<file path="config.mk">
export PLATFORM = sky130hd
export DESIGN_NAME = ibus_master_flat
export DESIGN_NICKNAME = d
export VERILOG_FILES = /design/src/rtl/ibus_master_pkg.sv /design/src/rtl/ibus_master_if.sv /design/src/rtl/ibus_master_lane.sv /design/src/rtl/ibus_master.sv /design/src/flat_wrapper.sv
export SDC_FILE = /design/constraint.sdc
export NUM_CORES = 1
export LEC_CHECK = 0
export CORE_MARGIN = 10
export CORE_UTILIZATION = 40
export CTS_BUF_LIST = sky130_fd_sc_hd__clkbuf_4 sky130_fd_sc_hd__clkbuf_8 sky130_fd_sc_hd__clkbuf_16
export DETAILED_ROUTE_END_ITERATION = 10
export GPL_TIMING_DRIVEN = 0
export PLACE_DENSITY = 0.77
export SLEW_MARGIN = 15
export SYNTH_ARGS = -nofsm -noshare
export SYNTH_HDL_FRONTEND = slang
export SYNTH_SLANG_ARGS = --single-unit
</file>
<file path="constraint.sdc">
create_clock -name CLK -period 2.9 [get_ports CLK]
set_input_delay 0.58 -clock CLK [delete_from_list [all_inputs] [get_ports CLK]]
set_output_delay 0.58 -clock CLK [all_outputs]
set_load 0.01 [all_outputs]
</file>
<file path="src/rtl/ibus_master_pkg.sv">
// ibus_master_pkg: shared IBUS types, lane constants and the alignment helper
package ibus_master_pkg;

    typedef enum logic [1:0] {
        SZ_BYTE = 2'b00,
        SZ_WORD = 2'b01,
        SZ_LONG = 2'b10
    } IBUS_SIZE_t;

    typedef enum logic [1:0] {
        IDLE   = 2'b00,
        ACCESS = 2'b01,
        DONE   = 2'b10
    } IBUS_STATE_t;

    localparam logic [3:0] IBUS_BA_BYTE0 = 4'b1000;
    localparam logic [3:0] IBUS_BA_WORD0 = 4'b1100;

    // Reserved size 11 is folded into the misaligned class so it never reaches the bus
    function automatic logic misaligned(input logic [1:0] a, input logic [1:0] sz);
        return (sz == 2'b11) || (sz == SZ_WORD && a[0]) || (sz == SZ_LONG && a != 2'b00);
    endfunction

endpackage

</file>
<file path="src/rtl/ibus_master_if.sv">
// ibus_master_if: CPU data-port and IBUS signal bundle seen by the initiator
interface ibus_master_if;
    logic [31:0] CPU_A;
    logic [31:0] CPU_DI;
    logic [1:0]  CPU_SZ;
    logic        CPU_SGN;
    logic        CPU_WE;
    logic        CPU_REQ;
    logic [31:0] CPU_DO;
    logic        CPU_ACK;
    logic        CPU_ERR;
    logic [31:0] IBUS_A;
    logic [31:0] IBUS_DO;
    logic [31:0] IBUS_DI;
    logic [3:0]  IBUS_BA;
    logic        IBUS_WE;
    logic        IBUS_REQ;
    logic        IBUS_BUSY;
    logic        IBUS_ACT;
    logic        IBUS_CE_F;

    modport master (
        input  CPU_A, CPU_DI, CPU_SZ, CPU_SGN, CPU_WE, CPU_REQ, IBUS_DI, IBUS_BUSY, IBUS_ACT,
        output CPU_DO, CPU_ACK, CPU_ERR, IBUS_A, IBUS_DO, IBUS_BA, IBUS_WE, IBUS_REQ, IBUS_CE_F
    );

    modport slave (
        output CPU_A, CPU_DI, CPU_SZ, CPU_SGN, CPU_WE, CPU_REQ, IBUS_DI, IBUS_BUSY, IBUS_ACT,
        input  CPU_DO, CPU_ACK, CPU_ERR, IBUS_A, IBUS_DO, IBUS_BA, IBUS_WE, IBUS_REQ, IBUS_CE_F
    );
endinterface

</file>
<file path="src/rtl/ibus_master_lane.sv">
// ibus_lane: byte-lane/write-replication generator and read-lane extractor/extender
module ibus_lane
    import ibus_master_pkg::*;
(
    input  logic [1:0]  a_i,
    input  logic [1:0]  sz_i,
    input  logic        sgn_i,
    input  logic [31:0] wdata_i,
    input  logic [31:0] rdata_i,
    output logic [3:0]  ba_o,
    output logic [31:0] wdata_o,
    output logic [31:0] rdata_o
);
    logic [7:0]  byte_l;
    logic [15:0] word_l;

    // Big-endian lanes: address offset 0 is the most significant byte
    always_comb begin
        byte_l  = rdata_i[{~a_i, 3'b111} -: 8];
        word_l  = a_i[1] ? rdata_i[15:0] : rdata_i[31:16];
        ba_o    = sz_i == SZ_BYTE ? IBUS_BA_BYTE0 >> a_i :
                  sz_i == SZ_WORD ? IBUS_BA_WORD0 >> {a_i[1], 1'b0} : 4'b1111;
        wdata_o = sz_i == SZ_BYTE ? {4{wdata_i[7:0]}} :
                  sz_i == SZ_WORD ? {2{wdata_i[15:0]}} : wdata_i;
        rdata_o = sz_i == SZ_BYTE ? {{24{sgn_i & byte_l[7]}}, byte_l} :
                  sz_i == SZ_WORD ? {{16{sgn_i & word_l[15]}}, word_l} : rdata_i;
    end
endmodule

</file>
<file path="src/rtl/ibus_master.sv">
// ibus_master: turns single CPU data accesses into IBUS cycles with wait, claim and timeout handling
module ibus_master
    import ibus_master_pkg::*;
#(
    parameter int TIMEOUT = 255
) (
    input  logic          CLK,
    input  logic          RST_N,
    input  logic          CE_R,
    input  logic          CE_F,
    ibus_master_if.master bus
);
    IBUS_STATE_t state_q;
    logic [31:0] addr_q, wd_q, do_q;
    logic [3:0]  ba_q;
    logic [1:0]  sz_q;
    logic        sgn_q, we_q, req_q, ack_q, err_q;
    logic [7:0]  cnt_q, cnt_d;
    logic [1:0]  lane_a, lane_sz;
    logic        lane_sgn, misal, abort;
    logic [3:0]  ba_d;
    logic [31:0] wd_d, rd_d;

    ibus_lane u_lane (
        .a_i     (lane_a),
        .sz_i    (lane_sz),
        .sgn_i   (lane_sgn),
        .wdata_i (bus.CPU_DI),
        .rdata_i (bus.IBUS_DI),
        .ba_o    (ba_d),
        .wdata_o (wd_d),
        .rdata_o (rd_d)
    );

    // Lanes follow live CPU operands while idle and the latched ones during the bus cycle
    always_comb begin
        lane_a   = state_q == IDLE ? bus.CPU_A[1:0] : addr_q[1:0];
        lane_sz  = state_q == IDLE ? bus.CPU_SZ : sz_q;
        lane_sgn = state_q == IDLE ? bus.CPU_SGN : sgn_q;
        misal    = misaligned(bus.CPU_A[1:0], bus.CPU_SZ);
        cnt_d    = cnt_q + 8'(cnt_q != 8'hFF);
        abort    = bus.IBUS_BUSY ? cnt_d >= 8'(TIMEOUT) : !bus.IBUS_ACT;
    end

    // Access FSM; ACK/ERR drop on the first CLK in DONE so the pulse is one CLK wide
    always_ff @(posedge CLK or negedge RST_N) begin
        if (!RST_N) begin
            state_q <= IDLE;
            addr_q  <= '0;
            wd_q    <= '0;
            do_q    <= '0;
            ba_q    <= '0;
            sz_q    <= '0;
            sgn_q   <= 1'b0;
            we_q    <= 1'b0;
            req_q   <= 1'b0;
            ack_q   <= 1'b0;
            err_q   <= 1'b0;
            cnt_q   <= '0;
        end else begin
            if (state_q == DONE) begin
                ack_q <= 1'b0;
                err_q <= 1'b0;
            end
            if (CE_R) begin
                case (state_q)
                    IDLE: begin
                        if (bus.CPU_REQ && !ack_q) begin
                            if (misal) begin
                                ack_q   <= 1'b1;
                                err_q   <= 1'b1;
                                do_q    <= '0;
                                state_q <= DONE;
                            end else begin
                                addr_q  <= bus.CPU_A;
                                sz_q    <= bus.CPU_SZ;
                                sgn_q   <= bus.CPU_SGN;
                                we_q    <= bus.CPU_WE;
                                ba_q    <= ba_d;
                                wd_q    <= wd_d;
                                req_q   <= 1'b1;
                                cnt_q   <= '0;
                                state_q <= ACCESS;
                            end
                        end
                    end
                    ACCESS: begin
                        if (bus.IBUS_BUSY) cnt_q <= cnt_d;
                        if (!bus.IBUS_BUSY || abort) begin
                            req_q   <= 1'b0;
                            we_q    <= 1'b0;
                            ack_q   <= 1'b1;
                            err_q   <= abort;
                            state_q <= DONE;
                            if (!we_q) do_q <= abort ? '0 : rd_d;
                        end
                    end
                    default: state_q <= IDLE;
                endcase
            end
        end
    end

    assign bus.CPU_DO    = do_q;
    assign bus.CPU_ACK   = ack_q;
    assign bus.CPU_ERR   = err_q;
    assign bus.IBUS_A    = addr_q;
    assign bus.IBUS_DO   = wd_q;
    assign bus.IBUS_BA   = ba_q;
    assign bus.IBUS_WE   = we_q;
    assign bus.IBUS_REQ  = req_q;
    assign bus.IBUS_CE_F = CE_F;
endmodule

</file>
<file path="src/flat_wrapper.sv">
// flat-port wrapper written by rule: the top's interface ports become plain ports
module ibus_master_flat import ibus_master_pkg::*;
#(
    parameter int TIMEOUT = 255
)
  (CLK, RST_N, CE_R, CE_F, bus_CPU_A, bus_CPU_DI, bus_CPU_SZ, bus_CPU_SGN, bus_CPU_WE, bus_CPU_REQ, bus_IBUS_DI, bus_IBUS_BUSY, bus_IBUS_ACT, bus_CPU_DO, bus_CPU_ACK, bus_CPU_ERR, bus_IBUS_A, bus_IBUS_DO, bus_IBUS_BA, bus_IBUS_WE, bus_IBUS_REQ, bus_IBUS_CE_F);
  ibus_master_if bus_i ();
  input  logic CLK;
  input  logic RST_N;
  input  logic CE_R;
  input  logic CE_F;
  input wire logic [$bits(bus_i.CPU_A)-1:0] bus_CPU_A;
  input wire logic [$bits(bus_i.CPU_DI)-1:0] bus_CPU_DI;
  input wire logic [$bits(bus_i.CPU_SZ)-1:0] bus_CPU_SZ;
  input wire logic [$bits(bus_i.CPU_SGN)-1:0] bus_CPU_SGN;
  input wire logic [$bits(bus_i.CPU_WE)-1:0] bus_CPU_WE;
  input wire logic [$bits(bus_i.CPU_REQ)-1:0] bus_CPU_REQ;
  input wire logic [$bits(bus_i.IBUS_DI)-1:0] bus_IBUS_DI;
  input wire logic [$bits(bus_i.IBUS_BUSY)-1:0] bus_IBUS_BUSY;
  input wire logic [$bits(bus_i.IBUS_ACT)-1:0] bus_IBUS_ACT;
  output wire logic [$bits(bus_i.CPU_DO)-1:0] bus_CPU_DO;
  output wire logic [$bits(bus_i.CPU_ACK)-1:0] bus_CPU_ACK;
  output wire logic [$bits(bus_i.CPU_ERR)-1:0] bus_CPU_ERR;
  output wire logic [$bits(bus_i.IBUS_A)-1:0] bus_IBUS_A;
  output wire logic [$bits(bus_i.IBUS_DO)-1:0] bus_IBUS_DO;
  output wire logic [$bits(bus_i.IBUS_BA)-1:0] bus_IBUS_BA;
  output wire logic [$bits(bus_i.IBUS_WE)-1:0] bus_IBUS_WE;
  output wire logic [$bits(bus_i.IBUS_REQ)-1:0] bus_IBUS_REQ;
  output wire logic [$bits(bus_i.IBUS_CE_F)-1:0] bus_IBUS_CE_F;
  assign bus_i.CPU_A = bus_CPU_A;
  assign bus_i.CPU_DI = bus_CPU_DI;
  assign bus_i.CPU_SZ = bus_CPU_SZ;
  assign bus_i.CPU_SGN = bus_CPU_SGN;
  assign bus_i.CPU_WE = bus_CPU_WE;
  assign bus_i.CPU_REQ = bus_CPU_REQ;
  assign bus_i.IBUS_DI = bus_IBUS_DI;
  assign bus_i.IBUS_BUSY = bus_IBUS_BUSY;
  assign bus_i.IBUS_ACT = bus_IBUS_ACT;
  assign bus_CPU_DO = bus_i.CPU_DO;
  assign bus_CPU_ACK = bus_i.CPU_ACK;
  assign bus_CPU_ERR = bus_i.CPU_ERR;
  assign bus_IBUS_A = bus_i.IBUS_A;
  assign bus_IBUS_DO = bus_i.IBUS_DO;
  assign bus_IBUS_BA = bus_i.IBUS_BA;
  assign bus_IBUS_WE = bus_i.IBUS_WE;
  assign bus_IBUS_REQ = bus_i.IBUS_REQ;
  assign bus_IBUS_CE_F = bus_i.IBUS_CE_F;
  ibus_master #(.TIMEOUT(TIMEOUT)) u_core (.CLK(CLK), .RST_N(RST_N), .CE_R(CE_R), .CE_F(CE_F), .bus(bus_i));
endmodule
</file>
==> flow_summary.toml <==
[sta]
layout_setup_ws_ns = -0.0463
setup_viol = 23
fin_crit_sh = 1.02
tightestPinTransition_ns = 1.16
drv_slew = 0
finalCriticalPeriod_ns = 2.95
maxSlewHeadroom = 0.217
clock_skew_ns = 0.00809
rsz0062_at_grt = "yes"
tns_ns = -0.261
finalHoldViolCount = 0
fmax_mhz = 339

[worst_setup_path]
arrival_ns = 3.23
r2r_start = "u_core.cnt_q[7]"
rr_endpoint = "u_core.bus.CPU_DO[10]"
endpoint_kind = "register"
rrSetupSlack_ns = -0.05
max_stage_delay_ns = 0.46
critical_path.max_fanout = 10
cp_cell_sequence = "nand2_1 -> nor2_1 -> nand3_2 -> ha_4 -> ha_4 -> and3_4 -> or4b_4 -> a222oi_1 -> buf_4 -> o31ai_4 -> buf_8 -> nand2_1 -> o21ai_1"
slowest_stage = "or4b_4"
cp_top_family = "simple AND/OR/NAND/NOR gates"
crit_type = "reg -> reg"
cp_data_required_time_ns = 3.18
r2r_cells = 13
cp.buffers_inverters = 2
critPathLaunchType = "register"
worstSetupPathDepth = 13

[grt]
antenna_found_initial = 0
gr-total-overflow = 0
grt_pass1_vias = 5597
track_usage = 0.200
grt_pass1_wl_um = 31000
grt_max_degree = 87

[route]
viasPerCell = 5.45
dr.pass1.iters = 6
routed_wl_um = 20000
drc = 0
wl_per_cell_um = 20.5
drt_iter0_drc = 499
ant_nets = 0
via_count = 5306

[power]
power_mw = 9.52
leakagePower_nw = 3.79
power.density_nw_per_um2 = 1080
peakVddDrop_mv = 0.684

[synth]
netlist_area_um2 = 5600
synth_largest_type_area_fraction = 0.523
synth_area_leader_cell = "dfrtp_1"
synth-seq-area-share = 0.523
synthDistinctLibCells = 53
synth_edf_count = 0
synthTopCellsByArea = "dfrtp_1 52%, mux2_2 9.7%, nand2_1 5.8%"
ys_async_sr_fraction = 1.00
synthCells = 539
synth_top_flop_cell = "dfrtp_1"
syn_avg_cell_area_um2 = 10.4
syn-num-nets = 648
yosys_warnings = 0
ys_seq_elements = 117

[clocking]
htreeDepth = 4
cts_tree = "built"
clockBufferDepth = 2
cts_buffers = 17
clkTransAtPathRegs_ns = 0.06
clk_latency_ns = 0.42
cts_hold_buf = 0
clock_sinks = 117
clock-root-buffer = "clkbuf_16"

[floorplanning]
std_cell_rows = 43
initial_core_util = 0.406
die_x_um = 138
core_area_um2 = 13800
die_area_um2 = 19100
die_height_um = 138
io_pins = 212

[layout]
nNetsFinal = 890
fillCellCount = 1089
drive_gt1_frac = 0.193
ff_latch_area_um2 = 2930
diodes = 0
postLayoutCellArea_um2 = 8820
multi_input_area_um2 = 2620
syn_to_final_growth_pct = 57.7
fin_util = 0.641

[place]
dpl.hpwl_um = 14700
portBuffers = 210
gp_congestion = 0.834
placed_area_um2 = 7950
dp_slack_ns = -0.412

[outcome]
status = "finished, violations left"
violations = "setup timing"

[min_path]
hold_class = "in -> async"

[run]
drv_cap = 0
power breakdown:
part           total, mW  leakage, nW  switching (mW)  internal [mW]
Clock               2.16        0.292           0.745           1.41
Combinational       4.52         2.01            2.18           2.34
Sequential          2.84         1.49           0.477           2.36
Total               9.52         3.79            3.40           6.12
kinds of logic after synthesis:
kind of cell    after synthesis  synth area share
simple gates                166             0.134
compound gates              137             0.151
flops                       117             0.523
mux                          78             0.153
buf+inv                      38            0.0317
fa+ha+maj                     2           0.00447
xor+xnor                      1           0.00157
Yosys cell counts, drive strengths merged (2+ instances only):
library cell / number
a21oi: 14
a221oi: 5
a222oi: 9
a22o: 3
and2: 2
and3: 3
buf: 12
clkbuf: 15
dfrtp: 117
ha: 2
inv: 11
mux2: 49
mux2i: 28
nand2: 88
nand2b: 5
nand3: 11
nand3b: 3
nor2: 40
nor3: 2
o211ai: 3
o21ai: 90
o31ai: 4
or3: 3
or4b: 2
metal layers:
metal	track usage	part of all wire
met1	0.215	0.38
met4	0.0916	0.032
met3	0.0897	0.098
met2	0.332	0.49
met5	0	0
timing repair:
action | CTS | global route
buffers inserted | 5 | 5
setup endpoints to repair | 33 | 33
hold endpoints to repair | 0 | 0
cloned | 0 | 2
resized for setup | 15 | 31
pin swaps | 1 | 11
final cells by class:
type	instances	share of cell area
plain buffers	27	0.0189
clock buffers	22	0.0539
clock inverters	9	0.0145
inverters	11	0.00468
multi-input cells	384	0.297
flip-flops and latches	117	0.332
well taps	180	0.0255
repair buffers	223	0.253
how the worst max path moves through the flow:
stage                               start               endpoint
after floorplan           u_core.cnt_q[3]  u_core.bus.CPU_DO[21]
after detailed placement  u_core.cnt_q[3]  u_core.bus.CPU_DO[10]
after CTS                 u_core.cnt_q[5]  u_core.bus.CPU_DO[30]
after global routing      u_core.cnt_q[7]  u_core.bus.CPU_DO[10]
after global placement              RST_N   u_core.bus.CPU_DO[2]
final                     u_core.cnt_q[7]  u_core.bus.CPU_DO[10]
stage by stage:
| stage | instances | hold slack, ns |
|---|---|---|
| after floorplan | 539 | 0.284 |
| after global placement | 929 | 0.462 |
| after detailed placement | 930 | 0.472 |
| after CTS | 966 | 0.0329 |
| after global routing | 973 | 0.0491 |
| final | 973 | 0.0305 |
state kept, by name (all words and copies together) (netlist names), 2 cells and up:
name and count:
u_core.cnt_q 8, u_core.bus.IBUS_DO 32, u_core.bus.CPU_DO 32, u_core.state_q 2, u_core.sz_q 2, u_core.bus.IBUS_A 32, u_core.bus.IBUS_BA 4
cell usage in the layout, fill, tap and decap left out, types with 3 or more instances in the layout:
cell / instances
a21oi_1: 13
a221oi_1: 5
a222oi_1: 9
a22o_1: 3
buf_2: 8
buf_4: 12
buf_6: 3
buf_8: 3
bufinv_16: 3
clkbuf_1: 12
clkbuf_16: 18
clkbuf_4: 3
clkdlybuf4s50_1: 209
clkinv_2: 3
clkinvlp_4: 3
dfrtp_1: 115
inv_1: 11
mux2_2: 48
mux2i_1: 27
nand2_1: 72
nand2_2: 13
nand2_4: 3
nand2b_1: 5
nand3_1: 9
nor2_1: 39
o211ai_1: 3
o21ai_0: 58
o21ai_1: 19
o21ai_2: 13
o31ai_1: 3
or3_1: 3
Note: power is estimated with default switching activity, not from simulation.
